`src/rtl/ecpri_pkg.sv`:
```
// eCPRI shared definitions: parser states, protocol constants, common header layout.
// Latency: n/a (types and constants only).
// Backpressure: n/a.
package ecpri_pkg;

    localparam logic [15:0] ECPRI_ETHERTYPE = 16'hAEFE;
    localparam logic [3:0]  ECPRI_REV       = 4'd1;

    localparam logic [7:0]  MSG_IQ      = 8'd0;
    localparam logic [7:0]  MSG_BIT_SEQ = 8'd1;
    localparam logic [7:0]  MSG_RTC     = 8'd2;

    localparam logic [15:0] ETH_HDR_LAST   = 16'd13;
    localparam logic [15:0] SHORT_HDR_LAST = 16'd3;
    localparam logic [15:0] IQ_HDR_BYTES   = 16'd4;

    typedef enum logic [2:0] {
        ST_IDLE,
        ST_ETH_HDR,
        ST_ECPRI_HDR,
        ST_IQ_HDR,
        ST_PAYLOAD,
        ST_DROP
    } rx_state_e;

    typedef struct packed {
        logic [3:0]  revision;
        logic [2:0]  reserved;
        logic        concat;
        logic [7:0]  msg_type;
        logic [15:0] payload_size;
    } ecpri_common_hdr_t;

    // IQ data, bit sequence and real-time control carry the 4-byte PC_ID/SEQ_ID block.
    function automatic logic has_iq_hdr(input logic [7:0] msg_type);
        return msg_type <= MSG_RTC;
    endfunction

endpackage

```
`src/rtl/ecpri_rx_stats.sv`:
```
// Good/bad frame counters, bumped once per completed frame; both wrap at 2^32.
// Latency: count reflects a frame the cycle after its frm_done pulse.
// Backpressure: none; observes the frame-done pulse only.
module ecpri_rx_stats (
    input  logic        clk,
    input  logic        rst_n,
    input  logic        frm_done,
    input  logic        frm_err,
    output logic [31:0] stat_good,
    output logic [31:0] stat_bad
);

    logic [31:0] good_q, good_d;
    logic [31:0] bad_q,  bad_d;

    always_comb begin
        good_d = good_q;
        bad_d  = bad_q;
        if (frm_done) begin
            if (frm_err) bad_d  = bad_q + 32'd1;
            else         good_d = good_q + 32'd1;
        end
    end

    always_ff @(posedge clk or negedge rst_n) begin
        if (!rst_n) begin
            good_q <= 32'd0;
            bad_q  <= 32'd0;
        end else begin
            good_q <= good_d;
            bad_q  <= bad_d;
        end
    end

    assign stat_good = good_q;
    assign stat_bad  = bad_q;

endmodule

```
`src/rtl/ecpri_rx_parser.sv`:
```
// eCPRI RX parser: checks Ethernet/eCPRI/IQ headers, publishes fields, forwards payload bytes.
// Latency: fields, payload bytes and frame status appear 1 cycle after the byte/edge that produces them.
// Backpressure: none, one byte per pkt_en cycle. ECPRI_RX_STATS_EN adds stat_good/stat_bad counters.
module ecpri_rx_parser #(
    parameter logic [15:0] ETHERTYPE = ecpri_pkg::ECPRI_ETHERTYPE,
    parameter logic [3:0]  ECPRI_REV = ecpri_pkg::ECPRI_REV
) (
    input  logic        clk,
    input  logic        rst_n,
    input  logic        pkt_en,
    input  logic [7:0]  pkt_data,
    output logic        hdr_valid,
    output logic [3:0]  hdr_revision,
    output logic        hdr_concat,
    output logic [7:0]  hdr_msg_type,
    output logic [15:0] hdr_payload_size,
    output logic [15:0] hdr_pc_id,
    output logic [15:0] hdr_seq_id,
    output logic        pl_valid,
    output logic [7:0]  pl_data,
    output logic        pl_sop,
    output logic        pl_eop,
    output logic        frm_done,
    output logic        err_ethertype,
    output logic        err_revision,
    output logic        err_length,
    output logic        err_short
`ifdef ECPRI_RX_STATS_EN
    ,
    output logic [31:0] stat_good,
    output logic [31:0] stat_bad
`endif
);

    import ecpri_pkg::*;

    rx_state_e   state_q, state_d;
    logic [15:0] cnt_q, cnt_d, len_q, len_d, size_q, size_d;
    logic [15:0] pc_id_q, pc_id_d, seq_id_q, seq_id_d;
    logic [7:0]  etype_hi_q, etype_hi_d, msg_type_q, msg_type_d, pl_data_q, pl_data_d;
    logic [3:0]  rev_q, rev_d;
    logic        concat_q, concat_d, blocked_q, blocked_d;
    logic        bad_eth_q, bad_eth_d, bad_rev_q, bad_rev_d, bad_len_q, bad_len_d;
    logic        hdr_valid_q, hdr_valid_d, pl_valid_q, pl_valid_d;
    logic        pl_sop_q, pl_sop_d, pl_eop_q, pl_eop_d, frm_done_q, frm_done_d;
    logic        err_eth_q, err_eth_d, err_rev_q, err_rev_d;
    logic        err_len_q, err_len_d, err_short_q, err_short_d;

    logic        start, in_frame, fall, incomplete;
    logic        eth_last, eth_bad, ec_byte0, rev_bad, ec_last, len_bad, is_iq;
    logic        iq_last, pl_byte, pl_last;
    logic [15:0] size_now;

    assign in_frame   = pkt_en && (state_q != ST_IDLE);
    // After reset the block stays blocked until it has seen the gap before a frame.
    assign start      = pkt_en && !blocked_q && (state_q == ST_IDLE);
    assign fall       = !pkt_en && (state_q != ST_IDLE);
    assign incomplete = (state_q inside {ST_ETH_HDR, ST_ECPRI_HDR, ST_IQ_HDR, ST_PAYLOAD});
    assign eth_last   = in_frame && (state_q == ST_ETH_HDR) && (cnt_q == ETH_HDR_LAST);
    assign eth_bad    = eth_last && ({etype_hi_q, pkt_data} != ETHERTYPE);
    assign ec_byte0   = in_frame && (state_q == ST_ECPRI_HDR) && (cnt_q == 16'd0);
    assign rev_bad    = ec_byte0 && (pkt_data[7:4] != ECPRI_REV);
    assign ec_last    = in_frame && (state_q == ST_ECPRI_HDR) && (cnt_q == SHORT_HDR_LAST);
    assign size_now   = {size_q[15:8], pkt_data};
    assign is_iq      = has_iq_hdr(msg_type_q);
    assign len_bad    = ec_last && is_iq && (size_now < IQ_HDR_BYTES);
    assign iq_last    = in_frame && (state_q == ST_IQ_HDR) && (cnt_q == SHORT_HDR_LAST);
    assign pl_byte    = in_frame && (state_q == ST_PAYLOAD);
    assign pl_last    = pl_byte && (cnt_q == len_q - 16'd1);

    always_ff @(posedge clk or negedge rst_n) begin
        if (!rst_n) state_q <= ST_IDLE;
        else        state_q <= state_d;
    end

    always_comb begin
        state_d = state_q;
        case (state_q)
            ST_IDLE:      if (start) state_d = ST_ETH_HDR;
            ST_ETH_HDR:   if (!pkt_en) state_d = ST_IDLE;
                          else if (eth_last) state_d = eth_bad ? ST_DROP : ST_ECPRI_HDR;
            ST_ECPRI_HDR: if (!pkt_en) state_d = ST_IDLE;
                          else if (rev_bad || len_bad) state_d = ST_DROP;
                          else if (ec_last) begin
                              if (is_iq)                 state_d = ST_IQ_HDR;
                              else if (size_now == 16'd0) state_d = ST_DROP;
                              else                       state_d = ST_PAYLOAD;
                          end
            ST_IQ_HDR:    if (!pkt_en) state_d = ST_IDLE;
                          else if (iq_last) state_d = (size_q == IQ_HDR_BYTES) ? ST_DROP : ST_PAYLOAD;
            ST_PAYLOAD:   if (!pkt_en) state_d = ST_IDLE;
                          else if (pl_last) state_d = ST_DROP;
            ST_DROP:      if (!pkt_en) state_d = ST_IDLE;
            default:      state_d = ST_IDLE;
        endcase
    end

    always_comb begin
        blocked_d  = blocked_q && pkt_en;
        cnt_d      = cnt_q;
        len_d      = len_q;
        size_d     = size_q;
        pc_id_d    = pc_id_q;
        seq_id_d   = seq_id_q;
        etype_hi_d = etype_hi_q;
        msg_type_d = msg_type_q;
        rev_d      = rev_q;
        concat_d   = concat_q;
        bad_eth_d  = bad_eth_q | eth_bad;
        bad_rev_d  = bad_rev_q | rev_bad;
        bad_len_d  = bad_len_q | len_bad;

        if (start) begin
            cnt_d     = 16'd1;
            pc_id_d   = 16'd0;
            seq_id_d  = 16'd0;
            bad_eth_d = 1'b0;
            bad_rev_d = 1'b0;
            bad_len_d = 1'b0;
        end else if (state_d != state_q) begin
            cnt_d = 16'd0;
        end else if (in_frame && state_q != ST_DROP) begin
            cnt_d = cnt_q + 16'd1;
        end

        if (in_frame && state_q == ST_ETH_HDR && cnt_q == ETH_HDR_LAST - 16'd1)
            etype_hi_d = pkt_data;
        if (in_frame && state_q == ST_ECPRI_HDR) begin
            case (cnt_q[1:0])
                2'd0:    begin rev_d = pkt_data[7:4]; concat_d = pkt_data[0]; end
                2'd1:    msg_type_d = pkt_data;
                2'd2:    size_d[15:8] = pkt_data;
                default: size_d = size_now;
            endcase
        end
        if (in_frame && state_q == ST_IQ_HDR) begin
            case (cnt_q[1:0])
                2'd0:    pc_id_d[15:8]  = pkt_data;
                2'd1:    pc_id_d[7:0]   = pkt_data;
                2'd2:    seq_id_d[15:8] = pkt_data;
                default: seq_id_d[7:0]  = pkt_data;
            endcase
        end
        if (ec_last) len_d = size_now;
        if (iq_last) len_d = size_q - IQ_HDR_BYTES;

        hdr_valid_d = (ec_last && !is_iq) || iq_last;
        pl_valid_d  = pl_byte;
        pl_data_d   = pl_byte ? pkt_data : 8'h00;
        pl_sop_d    = pl_byte && (cnt_q == 16'd0);
        pl_eop_d    = pl_last;
        frm_done_d  = fall;
        err_eth_d   = fall && bad_eth_q;
        err_rev_d   = fall && bad_rev_q;
        err_len_d   = fall && bad_len_q;
        err_short_d = fall && incomplete;
    end

    always_ff @(posedge clk or negedge rst_n) begin
        if (!rst_n) begin
            blocked_q   <= 1'b1;
            cnt_q       <= 16'd0;
            len_q       <= 16'd0;
            size_q      <= 16'd0;
            pc_id_q     <= 16'd0;
            seq_id_q    <= 16'd0;
            etype_hi_q  <= 8'd0;
            msg_type_q  <= 8'd0;
            rev_q       <= 4'd0;
            concat_q    <= 1'b0;
            bad_eth_q   <= 1'b0;
            bad_rev_q   <= 1'b0;
            bad_len_q   <= 1'b0;
            hdr_valid_q <= 1'b0;
            pl_valid_q  <= 1'b0;
            pl_data_q   <= 8'd0;
            pl_sop_q    <= 1'b0;
            pl_eop_q    <= 1'b0;
            frm_done_q  <= 1'b0;
            err_eth_q   <= 1'b0;
            err_rev_q   <= 1'b0;
            err_len_q   <= 1'b0;
            err_short_q <= 1'b0;
        end else begin
            blocked_q   <= blocked_d;
            cnt_q       <= cnt_d;
            len_q       <= len_d;
            size_q      <= size_d;
            pc_id_q     <= pc_id_d;
            seq_id_q    <= seq_id_d;
            etype_hi_q  <= etype_hi_d;
            msg_type_q  <= msg_type_d;
            rev_q       <= rev_d;
            concat_q    <= concat_d;
            bad_eth_q   <= bad_eth_d;
            bad_rev_q   <= bad_rev_d;
            bad_len_q   <= bad_len_d;
            hdr_valid_q <= hdr_valid_d;
            pl_valid_q  <= pl_valid_d;
            pl_data_q   <= pl_data_d;
            pl_sop_q    <= pl_sop_d;
            pl_eop_q    <= pl_eop_d;
            frm_done_q  <= frm_done_d;
            err_eth_q   <= err_eth_d;
            err_rev_q   <= err_rev_d;
            err_len_q   <= err_len_d;
            err_short_q <= err_short_d;
        end
    end

    assign hdr_valid        = hdr_valid_q;
    assign hdr_revision     = rev_q;
    assign hdr_concat       = concat_q;
    assign hdr_msg_type     = msg_type_q;
    assign hdr_payload_size = size_q;
    assign hdr_pc_id        = pc_id_q;
    assign hdr_seq_id       = seq_id_q;
    assign pl_valid         = pl_valid_q;
    assign pl_data          = pl_data_q;
    assign pl_sop           = pl_sop_q;
    assign pl_eop           = pl_eop_q;
    assign frm_done         = frm_done_q;
    assign err_ethertype    = err_eth_q;
    assign err_revision     = err_rev_q;
    assign err_length       = err_len_q;
    assign err_short        = err_short_q;

`ifdef ECPRI_RX_STATS_EN
    ecpri_rx_stats u_stats (
        .clk       (clk),
        .rst_n     (rst_n),
        .frm_done  (frm_done_q),
        .frm_err   (err_eth_q | err_rev_q | err_len_q | err_short_q),
        .stat_good (stat_good),
        .stat_bad  (stat_bad)
    );
`endif

endmodule

```
`config.mk`:
```
export PLATFORM = sky130hd
export DESIGN_NAME = ecpri_rx_parser
export DESIGN_NICKNAME = d
export VERILOG_FILES = /design/src/rtl/ecpri_pkg.sv /design/src/rtl/ecpri_rx_stats.sv /design/src/rtl/ecpri_rx_parser.sv
export SDC_FILE = /design/constraint.sdc
export NUM_CORES = 1
export LEC_CHECK = 0
export BUFFER_PORTS_ARGS = -buffer_cell sky130_fd_sc_hd__buf_2
export CORE_ASPECT_RATIO = 1.4
export CORE_MARGIN = 4
export CORE_UTILIZATION = 52
export CTS_CLUSTER_SIZE = 30
export DETAILED_ROUTE_END_ITERATION = 7
export PLACE_DENSITY = 0.78
export SLEW_MARGIN = 20
export SYNTH_ARGS = -nofsm -noshare
export SYNTH_HDL_FRONTEND = slang
export SYNTH_SLANG_ARGS = --single-unit
```
`constraint.sdc`:
```
create_clock -name clk -period 2.5 [get_ports clk]
set_clock_uncertainty 0.05 [all_clocks]
set_input_delay 0.5 -clock clk [delete_from_list [all_inputs] [get_ports clk]]
set_output_delay 0.5 -clock clk [all_outputs]
set_load 0.05 [all_outputs]
```
# After elaboration in Yosys (flattened, before gate mapping)
# Index checks and enable logic that the tools add are counted.
# Widths: inputs -> output; s select.
[op_classes]
muxes = 33
eq_ne = 16
n_reduce_logical = 44
mul = 0
n_lt_le_gt_ge = 2
n_div = 0
n_addsub = 3
shift = 0
bitwise = 4
[ops]
columns = ["cell", "n"]
rows = [
  ["$mux 16", 9],
  ["$mux 8", 5],
  ["$mux 3", 13],
  ["$eq 16x4->1 const B", 2],
  ["$logic_not 16->1", 2],
  ["$logic_and 1x1->1", 26],
  ["$pmux 3 s6", 1],
  ["$add 16x1->16 const B", 1],
  ["$eq 16x16->1", 1],
  ["$eq 16x2->1 const B", 1],
  ["$eq 16x3->1 const B", 1],
  ["$lt 16x3->1 const B", 1],
  ["$ne 16x16->1 const B", 1],
  ["$sub 16x1->16 const B", 1],
  ["$sub 16x3->16 const B", 1],
  ["$le 8x2->1 const B", 1],
  ["$reduce_and 2->1", 4],
  ["$eq 3x2->1 const B", 2],
  ["$eq 3x3->1 const B", 2],
  ["$reduce_bool 3->1", 2],
  ["$mux 1", 5],
  ["$ne 4x1->1 const B", 1],
  ["$reduce_bool 4->1", 1],
  ["$eq 3x1->1 const B", 1],
  ["other kinds (12)", 17],
]
[totals]
latchBits = 0
in_bits = 11
ff_bits = 125
n_memories = 0
ram_bits = 0
out_inout_bits = 78
elab_cells = 127
mem_bits_ro = 0

# Longest topological paths before layout
# Gate-level depths: netlist (run 1).
[logic_depth]
word_depth = 13
depth_mapped = 12
ltp_nobuf = 9

# Least setup slack after synthesis (run 1)
# OpenSTA, ideal clock, no wires.
[synth_path]
path_type = "reg-to-reg"
from = "register msg_type_q[3], in the netlist hdr_msg_type[3]"
to = "register cnt_q[6]"
setup_time_ns = 0.079
n_path_buf = 2
period_less_slack_ns = 2.780
required_time_ns = 2.371
arrival_ns = 2.651
stages_incl_launch_ff = 10
slack_ns = -0.280
path_cell_list = "dfrtp_1 or4_1 a2111oi_2 a211oi_1 nor4_1 o211a_1 buf_2 buf_2 nand3_1 mux2i_1"
[synth_between]
elab_chain_cells = 10
word_cells_on_any_way = 13
classes_between = "order compare: 1; eq/ne: 1; mux: 7; reduce/logical: 4"
[synth_lines]
columns = ["item", "line_no", "rtl"]
rows = [
  ["start: declaration", "ecpri_rx_parser.sv:40", "logic [7:0] etype_hi_q, etype_hi_d, msg_type_q, msg_type_d, pl_data_q, pl_data_d;"],
  ["start signal: assignment", "ecpri_rx_parser.sv:192", "msg_type_q <= msg_type_d;"],
  ["$le 8x2->1 (*)", "ecpri_pkg.sv:36", "return msg_type <= MSG_RTC;"],
  ["$logic_and 1x1->1 (2 in series)", "ecpri_rx_parser.sv:66", "assign len_bad = ec_last && is_iq && (size_now < IQ_HDR_BYTES);"],
  ["$logic_or 1x1->1", "ecpri_rx_parser.sv:83", "else if (rev_bad || len_bad) state_d = ST_DROP;"],
  ["$mux 3 (*)", "ecpri_rx_parser.sv:83", ""],
  ["$mux 3 (*)", "ecpri_rx_parser.sv:82", "ST_ECPRI_HDR: if (!pkt_en) state_d = ST_IDLE;"],
  ["$pmux 3 s6 (*)", "ecpri_rx_parser.sv:78", "case (state_q)"],
  ["$ne 3x3->1 (*)", "ecpri_rx_parser.sv:120", "end else if (state_d != state_q) begin"],
  ["$mux 16", "ecpri_rx_parser.sv:120", ""],
  ["$mux 16", "ecpri_rx_parser.sv:113", "if (start) begin"],
  ["end signal: assignment", "ecpri_rx_parser.sv:186", "cnt_q <= cnt_d;"],
  ["end: declaration", "ecpri_rx_parser.sv:38", "logic [15:0] cnt_q, cnt_d, len_q, len_d, size_q, size_d;"],
]
# Mark *: on every way between the ends. The rest lies on a longest branch, timed or not.
# A chain may end at the register's enable or synchronous reset.

# Final worst setup path (run 1)
[layout_path]
from = "register msg_type_q[3], in the netlist hdr_msg_type[3]"
to = "register cnt_q[12]"
# The elaborated chain is that of the path after synthesis.

==> results.json, run 1 <==
{
  "antenna_cells": 0,
  "grt_max_degree": 60,
  "violations": "setup timing",
  "ctsHtreeMaxLevel": 4,
  "synth_seq_cells": 125,
  "yosysTopAreaCell": "dfrtp_1",
  "cts_buffers": 17,
  "synthAdderAreaFrac_pct": 1.34,
  "grt_pass1_wl_um": 31700,
  "cts.clk_slew.worst_paths_ns": 0.06,
  "cts.sinks": 125,
  "vias": 6059,
  "synth_ff_type": "dfrtp_1",
  "fin_crit_sh_pct": 107,
  "rr_worst_depth": 8,
  "critPathMaxStageDelay_ns": 0.55,
  "pin_count": 89,
  "cts-root-buf": "clkbuf_16",
  "synth_top_area_share_pct": 47.5,
  "fin_nets": 864,
  "slew_headroom_pct": 46.8,
  "clock_path_buffers": 2,
  "ant_nets": 0,
  "wl_um": 20000,
  "start_util_pct": 53.0,
  "drv_cap": 0,
  "p_leak_nw": 4.37,
  "syn_to_final_growth_pct": 34.3,
  "muxShareOfSynthArea_pct": 9.52,
  "wire_per_inst_um": 19.8,
  "max_freq_mhz": 373,
  "cp_slowest_cell": "or4_4",
  "drt_iter0_drc": 410,
  "cp_max_fo": 6,
  "worst_slew_pin_slew_ns": 0.790,
  "setup_ws_ns": -0.182,
  "die_x_um": 103,
  "syn_avg_cell_area_um2": 9.86,
  "antenna_found_initial": 0,
  "min_path_type": "primary input to asynchronous set/reset pin",
  "crit_chain": "or4_4 -> a2111oi_4 -> a211oi_4 -> o311ai_4 -> o211a_4 -> buf_6 -> nand3_1 -> mux2i_1",
  "syn_nets": 680,
  "holdBufCountCts": 0,
  "rsz0062_at_grt": "true",
  "gr-usage-all-layers_pct": 28.1,
  "grt-ovfl-total": 0,
  "numPortBuffers": 88,
  "final_max_slew_viol_count": 0,
  "drive_gt1_share_pct": 38.3,
  "core-area_mm2": 0.0123,
  "worstSetupPathType": "flop to flop",
  "syn-cell-area_mm2": 0.00653,
  "hold_violations": 0,
  "setup-violations-final": 17,
  "synth_cells": 662,
  "yosysWarnings": 0,
  "cts_tree": "built",
  "synthSimpleGateAreaFrac_pct": 21.7,
  "synth_compound_area_share_pct": 8.49,
  "layout.cells.non_filler": 1009,
  "dp_hpwl_um": 13600,
  "fp.dieH_um": 141,
  "async_flop_share_pct": 100,
  "synth.area.top_cells": "dfrtp_1, mux2_2, nand2_1, xnor2_1, o21ai_0",
  "synth_cell_types": 57,
  "synth_top_family_by_area": "simple AND/OR/NAND/NOR gates",
  "setup_tns_ns": -2.61,
  "synth-edff-count": 0,
  "grt_pass1_vias": 6198,
  "synthXorXnorAreaFrac_pct": 7.11,
  "start_kind": "flop",
  "route.detailed.drc": 0,
  "gp_congestion": 0.918,
  "irDropWorstVdd_v": 0.000479,
  "placedCellCount": 963,
  "worstPathArrival_ns": 2.97,
  "fin_crit_ns": 2.68,
  "cp-end-kind": "flop",
  "seq_area_frac_synth_pct": 47.9,
  "dieArea_mm2": 0.0144,
  "powerDensity_mw_per_mm2": 524,
  "clock_latency_ns": 0.42,
  "viasPerCell": 6.00,
  "num_rows": 48,
  "first_pass_iters": 6,
  "cp_data_required_time_ns": 2.79,
  "status": "finished, violations left"
}
path summary, 6_finish.rpt:
kind	from	to	slack, ns
max	hdr_msg_type[3]$_DFFE_PN0P_	cnt_q[12]$_DFFE_PN0P_	-0.18
min	rst_n	err_short$_DFF_PN0_	0.02
max reg2reg	hdr_msg_type[3]$_DFFE_PN0P_	cnt_q[12]$_DFFE_PN0P_	-0.18
min reg2reg	bad_rev_q$_DFF_PN0_	err_revision$_DFF_PN0_	0.45
max in group asynchronous	rst_n	etype_hi_q[4]$_DFFE_PN0P_	1.63
min in group clk	pkt_en	err_short$_DFF_PN0_	0.41
cell usage after synthesis, types with 3 or more instances:
master and count:
a211oi_1 6, a21oi_1 5, a31oi_1 3, and2_1 20, and3_1 10, and4_1 3
buf_2 3, clkbuf_1 40, dfrtp_1 124, ha_1 7, inv_1 16, mux2_2 41
mux2i_1 16, nand2_1 98, nand3_1 18, nand3b_1 13, nand4_1 13, nor2_1 27
nor2b_1 5, nor3_1 22, nor3b_1 4, nor4_1 15, o211ai_1 3, o21ai_0 50
or4_1 3, xnor2_1 33, xor2_1 20
placed cells by master (no fill, tap or decap), types with 6 or more instances in the layout:
master and count:
nor4_1 10, o21ai_0 47, buf_4 111, dfrtp_1 120, buf_2 87, buf_6 9
mux2i_1 15, xor2_1 20, ha_1 6, nand4_1 13, inv_6 7, mux2_2 37
nand3b_1 13, nand3_1 13, xnor2_1 31, nor3_1 19, inv_1 15, and3_1 10
and2_1 20, nor2_1 26, clkbuf_16 17, nand2_1 98
metal layers:
| layer | track usage (%) | up-vias | routed length, um |
|---|---|---|---|
| met2 | 47.3 | 289 | 10600 |
| met4 | 12.6 | 0 | 825 |
| met5 | 0 | - | 0 |
| li1 | - | 2680 | - |
| met1 | 34.0 | 3008 | 7440 |
| met3 | 6.29 | 82 | 1140 |
cells by family after synthesis:
family,after synthesis
adder cells (fa/ha/maj),7
buffers and inverters,63
flip-flops,125
AND/OR/NAND/NOR,269
XOR/XNOR,53
AO/OA/AOI/OAI,88
multiplexers,57
critical path: cells and delay by family, from the launching register on:
family	cells	cell delay, ns
and+or+nand+nor	2	0.62
buffers and inverters	1	0.14
DFF	1	0.40
muxes	1	0.16
AOI/OAI and AO/OA	4	1.21
registers in the layout, indices dropped and copies added, names as in the netlist, 3 cells and up:
register / cells
cnt_q: 16
etype_hi_q: 8
hdr_msg_type: 8
hdr_payload_size: 16
hdr_pc_id: 16
hdr_revision: 4
hdr_seq_id: 16
len_q: 16
pl_data: 8
state_q: 3
layout make-up:
class	count	area, um2
clock buffers	18	429
clock inverters	14	121
fillers	780	3540
inverters	16	60.1
multi-input cells	475	3380
flip-flops and latches	125	3130
well taps	150	188
repair buffers	211	1450
report_power, final:
part / switching [mW] / internal [mW]
Clock: 1.01 / 1.30
Combinational: 0.156 / 0.0882
Sequential: 0.00759 / 2.03
timing repair:
action | 4_1_cts | 5_1_grt
setup endpoints to repair | 18 | 26
cloned | 2 | 3
resized for setup | 24 | 30
buffers inserted | 7 | 3
pin swaps | 7 | 10
stage by stage:
step | area, um2 | util, % | power [mW] | setup WS [ns] | hold WS, ns
final | 8770 | 71.2 | 4.59 | -0.182 | 0.0230
after global routing | 8770 | 71.2 | 4.72 | -0.242 | 0.0429
after CTS | 8600 | 69.8 | 4.60 | -0.124 | 0.0385
after detailed placement | 7870 | 63.9 | 2.29 | -0.249 | 0.434
after global placement | 7870 | 63.9 | 2.29 | -0.113 | 0.432
after floorplan | 6600 | - | 2.17 | -0.143 | 0.154
(Power assumes the default switching activity.)
==> inputs of run 2 (changes only) <==
- GPL_TIMING_DRIVEN: default -> 0
==> run 2 against run 1 <==
Effect of this change:
- critical path type unchanged
- combinational power down 14%
- non-clock buffer count shrank 54
- die area stayed put
- the run ends with hold timing, setup timing left
==> results.json, run 2 (synthesis results as in run 1) <==
{
  "status": "finished, violations left",
  "violations": "hold timing, setup timing",
  "fin_crit_sh_pct": 109,
  "grt_pass1_vias": 5900,
  "antenna_found_initial": 0,
  "p_leak_nw": 4.00,
  "hold-worst-slack_ns": -0.000302,
  "timing.rr.end": "cnt_q[4]$_DFFE_PN0P_",
  "rrSetupSlack_ns": -0.23,
  "r2r-start": "cnt_q[15]$_DFFE_PN0P_",
  "placedCellCount": 900,
  "endpoint": "cnt_q[4]$_DFFE_PN0P_",
  "clock_path_buffers": 2,
  "critPathMaxStageDelay_ns": 0.45,
  "fin_crit_ns": 2.73,
  "drv_cap": 0,
  "max_freq_mhz": 366,
  "wl_um": 18900,
  "clock_latency_ns": 0.42,
  "wire_per_inst_um": 19.8,
  "die_x_um": 103,
  "rsz0062_at_grt": "true",
  "pin_count": 89,
  "cts_buffers": 17,
  "cts-root-buf": "clkbuf_16",
  "route.detailed.drc": 0,
  "worst_slew_pin_slew_ns": 0.891,
  "gp_congestion": 0.916,
  "start_kind": "flop",
  "drive_gt1_share_pct": 31.6,
  "vias": 5709,
  "cp-end-kind": "flop",
  "final_cell_area_mm2": 0.00829,
  "slew_headroom_pct": 40.0,
  "p_total_mw": 4.64,
  "layout.cells.non_filler": 954,
  "mostFrequentLayoutCells": "dfrtp_1, nand2_1, buf_2",
  "final_common_cell": "dfrtp_1",
  "powerDensity_mw_per_mm2": 560,
  "gr-usage-all-layers_pct": 26.7,
  "crit_chain": "nor4_4 -> and3_4 -> nand4_1 -> a211oi_2 -> nand3_1 -> a31oi_4 -> buf_12 -> mux2_2",
  "drt_iter0_drc": 351,
  "fp.dieH_um": 141,
  "antenna_cells": 0,
  "first_pass_iters": 5,
  "core-area_mm2": 0.0123,
  "cts.sinks": 125,
  "setup-violations-final": 17,
  "cts_tree": "built",
  "num_rows": 48,
  "syn_to_final_growth_pct": 26.9,
  "cp_slowest_cell": "dfrtp_2",
  "worstPathArrival_ns": 2.98,
  "rr_worst_depth": 8,
  "numPortBuffers": 87,
  "final_max_slew_viol_count": 0,
  "dieArea_mm2": 0.0144,
  "grt_max_degree": 72,
  "ctsHtreeMaxLevel": 4,
  "hold_violations": 1,
  "post-route-util_pct": 67.3,
  "grt_pass1_wl_um": 30200,
  "start_util_pct": 53.0,
  "worstSetupPathType": "flop to flop",
  "placed_area_mm2": 0.00726,
  "grt-ovfl-total": 0,
  "viasPerCell": 5.98,
  "dp_hpwl_um": 12700,
  "min_path_type": "primary input to asynchronous set/reset pin",
  "irDropWorstVdd_v": 0.000459,
  "startpoint": "cnt_q[15]$_DFFE_PN0P_",
  "cts.clk_slew.worst_paths_ns": 0.06,
  "setup_ws_ns": -0.235,
  "cp_data_required_time_ns": 2.75,
  "cp_max_fo": 7,
  "ant_nets": 0,
  "fin_nets": 809
}
==> run 2: cell types whose count changed in the layout (fill, tap and decap cells not counted), sizes merged <==
cell	before	now
bufinv	0	1
buf	211	124
clkinvlp	2	4
o211a	2	1
inv	25	22
clkbuf	18	51
==> run 2: how the worst min path moves through the flow <==
| stage | endpoint | cells after the start |
|---|---|---|
| after floorplan | bad_eth_q$_DFF_PN0_ | 0 |
| after global placement | etype_hi_q[0]$_DFFE_PN0P_ | 1 |
| after detailed placement | err_revision$_DFF_PN0_ | 1 |
| after CTS | hdr_seq_id[9]$_DFF_PN0_ | 1 |
| after global routing | hdr_pc_id[0]$_DFF_PN0_ | 1 |
| final | hdr_revision[1]$_DFFE_PN0P_ | 1 |
==> run 2: what timing repair did <==
item | CTS | global route
gates cloned | 0 | 1
gates resized for setup | 28 | 34
hold buffers | 0 | 0
endpoints found under the setup margin | 34 | 28
pin swaps | 11 | 13
buffers inserted | 11 | 17
==> run 2: area by class of cell <==
| type | count | area, um2 |
|---|---|---|
| fill | 860 | 4030 |
| multi-input combinational | 474 | 3400 |
| sequential | 125 | 3140 |
| timing repair buffer | 117 | 724 |
| clock buffer | 18 | 439 |
| buffer | 40 | 200 |
| tap | 150 | 188 |
| clock inverter | 14 | 131 |
| inverter | 16 | 60.1 |
==> run 2: through the flow <==
step	TNS, ns	setup slack, ns
floorplan	-1.64	-0.143
global placement	-88.45	-0.822
detailed placement	-16.27	-0.638
CTS	-3.46	-0.230
global route	-4.83	-0.301
finish	-3.20	-0.235
==> run 2: worst max-delay path: cells and delay by family, from the launching register on <==
family,cells,cell delay [ns]
compound gates,2,0.55
buf+inv,1,0.15
flops,1,0.45
mux,1,0.33
simple gates,4,1.08
==> run 2: per-layer routing <==
layer  part of all wire [%]  GRT usage [%]  vias up
met5                      0              0        -
met4                    3.7           11.4        0
met3                    6.8           6.44       67
met2                     53           46.9      263
met1                     36           30.4     2808
li1                       -              -     2571
==> run 2: power by group <==
part           total, mW  switching [mW]  internal, mW  leakage (nW)
clock network       2.39           0.984          1.41         0.271
logic              0.211           0.147        0.0641          2.01
registers           2.04          0.0106          2.03          1.72
==> inputs of run 3 (changes only) <==
- CELL_PAD_IN_SITES_DETAIL_PLACEMENT: default -> 1
- CELL_PAD_IN_SITES_GLOBAL_PLACEMENT: default -> 2
- CORE_UTILIZATION: 52 -> 33
==> run 3 against run 2 <==
Effect of this change:
- highest routed layer is now met5
- design area grew 3.1%
- global-route usage shrank 7.7 points
- clock power grew 7%
- cell count grew 11%
- the flow finishes with violations (setup timing)
- sequential share of layout area shrank 1.1 points
- sequential power is essentially flat
- non-clock buffer count grew 5
- power grew 3.8%
==> results.json, run 3 (synthesis results as in run 1) <==
{
  "status": "finished, violations left",
  "violations": "setup timing",
  "die_x_um": 127,
  "post-route-util_pct": 44.1,
  "grt-ovfl-total": 0,
  "critPathMaxStageDelay_ns": 0.57,
  "ctsHtreeMaxLevel": 4,
  "mostFrequentLayoutCells": "dfrtp_1, nand2_1, buf_2",
  "grt_max_degree": 75,
  "pin_count": 89,
  "clock_path_buffers": 2,
  "cts-root-buf": "clkbuf_16",
  "setup_ws_ns": -0.271,
  "slew_headroom_pct": 42.1,
  "dieArea_mm2": 0.0221,
  "cts_buffers": 17,
  "final_common_cell": "dfrtp_1",
  "fin_nets": 814,
  "grt_pass1_vias": 6070,
  "endpoint": "cnt_q[1]$_DFFE_PN0P_",
  "max_freq_mhz": 361,
  "num_rows": 60,
  "antenna_found_initial": 2,
  "fin_crit_sh_pct": 111,
  "vias": 5498,
  "numPortBuffers": 87,
  "cts_tree": "built",
  "crit_chain": "or4_4 -> or4_4 -> nor4_4 -> xnor2_2 -> nor3_4 -> a31oi_4 -> buf_12 -> mux2_4",
  "r2r-start": "len_q[6]$_DFFE_PN0P_",
  "setup-violations-final": 17,
  "dp_hpwl_um": 14900,
  "wire_per_inst_um": 19.6,
  "cp_max_fo": 7,
  "crit_cells": 8,
  "core-area_mm2": 0.0194,
  "placed_area_mm2": 0.00738,
  "p_leak_nw": 4.06,
  "rsz0062_at_grt": "true",
  "grt_pass1_wl_um": 33200,
  "fin_crit_ns": 2.77,
  "cts.clk_slew.worst_paths_ns": 0.06,
  "startpoint": "len_q[6]$_DFFE_PN0P_",
  "rr_worst_depth": 8,
  "final_max_slew_viol_count": 0,
  "gp_congestion": 0.799,
  "cts.sinks": 125,
  "first_pass_iters": 6,
  "cp.buffers_inverters": 1,
  "clock_latency_ns": 0.43,
  "start_util_pct": 33.7,
  "worstSetupPathType": "flop to flop",
  "fp.dieH_um": 174,
  "drt_iter0_drc": 191,
  "timing.critical_path.mode_cell": "or4_4",
  "wl_um": 20800,
  "cp_slowest_cell": "or4_4",
  "min_path_type": "primary input to flop",
  "cp_top_family": "simple AND/OR/NAND/NOR gates",
  "timing.rr.end": "cnt_q[1]$_DFFE_PN0P_",
  "drv_cap": 0,
  "syn_to_final_growth_pct": 30.8,
  "cp_data_required_time_ns": 2.76,
  "gr-usage-all-layers_pct": 19.1,
  "hold_violations": 0,
  "powerDensity_mw_per_mm2": 565,
  "final_cell_area_mm2": 0.00854,
  "cp-end-kind": "flop",
  "ant_nets": 0,
  "worstPathArrival_ns": 3.03,
  "p_total_mw": 4.82,
  "irDropWorstVdd_v": 0.000411,
  "rrSetupSlack_ns": -0.27,
  "worst_slew_pin_slew_ns": 0.860,
  "drive_gt1_share_pct": 31.8,
  "route.detailed.drc": 0,
  "viasPerCell": 5.20,
  "start_kind": "flop"
}
==> run 3: cell count changes in the layout (fill, tap and decap cells not counted), sizes merged <==
cell and delta:
dlygate4sd3 +1, clkinv +1, buf +2, clkinvlp -1
bufinv +2, clkbuf +4, inv -4, diode +1
==> run 3: worst min path at each step <==
stage	slack, ns	from	depth (start not counted)	end
2_1_floorplan	0.15	rst_n	0	bad_eth_q$_DFF_PN0_
3_3_place_gp	0.43	bad_rev_q$_DFF_PN0_	1	err_revision$_DFF_PN0_
3_5_place_dp	0.42	rst_n	1	hdr_pc_id[8]$_DFF_PN0_
4_1_cts	0.36	pkt_data[4]	2	len_q[4]$_DFFE_PN0P_
5_1_grt	0.38	pkt_data[4]	2	len_q[4]$_DFFE_PN0P_
6_report	0.38	pkt_data[4]	2	len_q[4]$_DFFE_PN0P_
==> run 3: what timing repair did <==
item	CTS	global route
hold buffers	1	0
endpoints found under the hold margin	51	0
endpoints found under the setup margin	45	26
pin swaps	8	6
setup buffers	14	16
cloned	0	3
resized for setup	42	30
==> run 3: cell type report <==
type                    count  area, um2
fillers                  2215      10800
multi-input cells         474       3400
flip-flops and latches    125       3140
repair buffers            122        796
clock buffers              20        447
well taps                 248        310
plain buffers              40        216
clock inverters            12        161
inverters                  16       60.1
diodes                      1       2.50
==> run 3: stage by stage <==
step	hold slack [ns]	setup WS (ns)	std cells	setup TNS, ns
after floorplan	0.154	-0.143	662	-1.64
after global placement	0.430	-0.921	997	-110.16
after detailed placement	0.425	-0.862	998	-24.60
after CTS	0.358	-0.322	1039	-4.79
after global routing	0.375	-0.360	1057	-5.60
final	0.381	-0.271	1058	-4.11
==> run 3: per-layer routing <==
metal / vias up / GRT usage (%) / wire length, um
met1: 2774 / 20.3 / 7920
met5: - / 0 / 24
met4: 4 / 6.98 / 602
met3: 39 / 5.10 / 868
met2: 98 / 35.5 / 11400
li1: 2583 / - / -
==> run 3: report_power, final <==
group / switching (mW) / total, mW / leakage [nW] / internal (mW)
combinational: 0.155 / 0.223 / 2.06 / 0.0676
clock: 0.956 / 2.56 / 0.287 / 1.60
sequential: 0.0115 / 2.04 / 1.72 / 2.03
==> run 3: worst register-to-register path, stage by stage, from the launching register on <==
cell	delay (ns)
dfrtp_2	0.40
or4_4	0.57
or4_4	0.48
nor4_4	0.20
xnor2_2	0.12
nor3_4	0.24
a31oi_4	0.14
buf_12	0.17
mux2_4	0.29
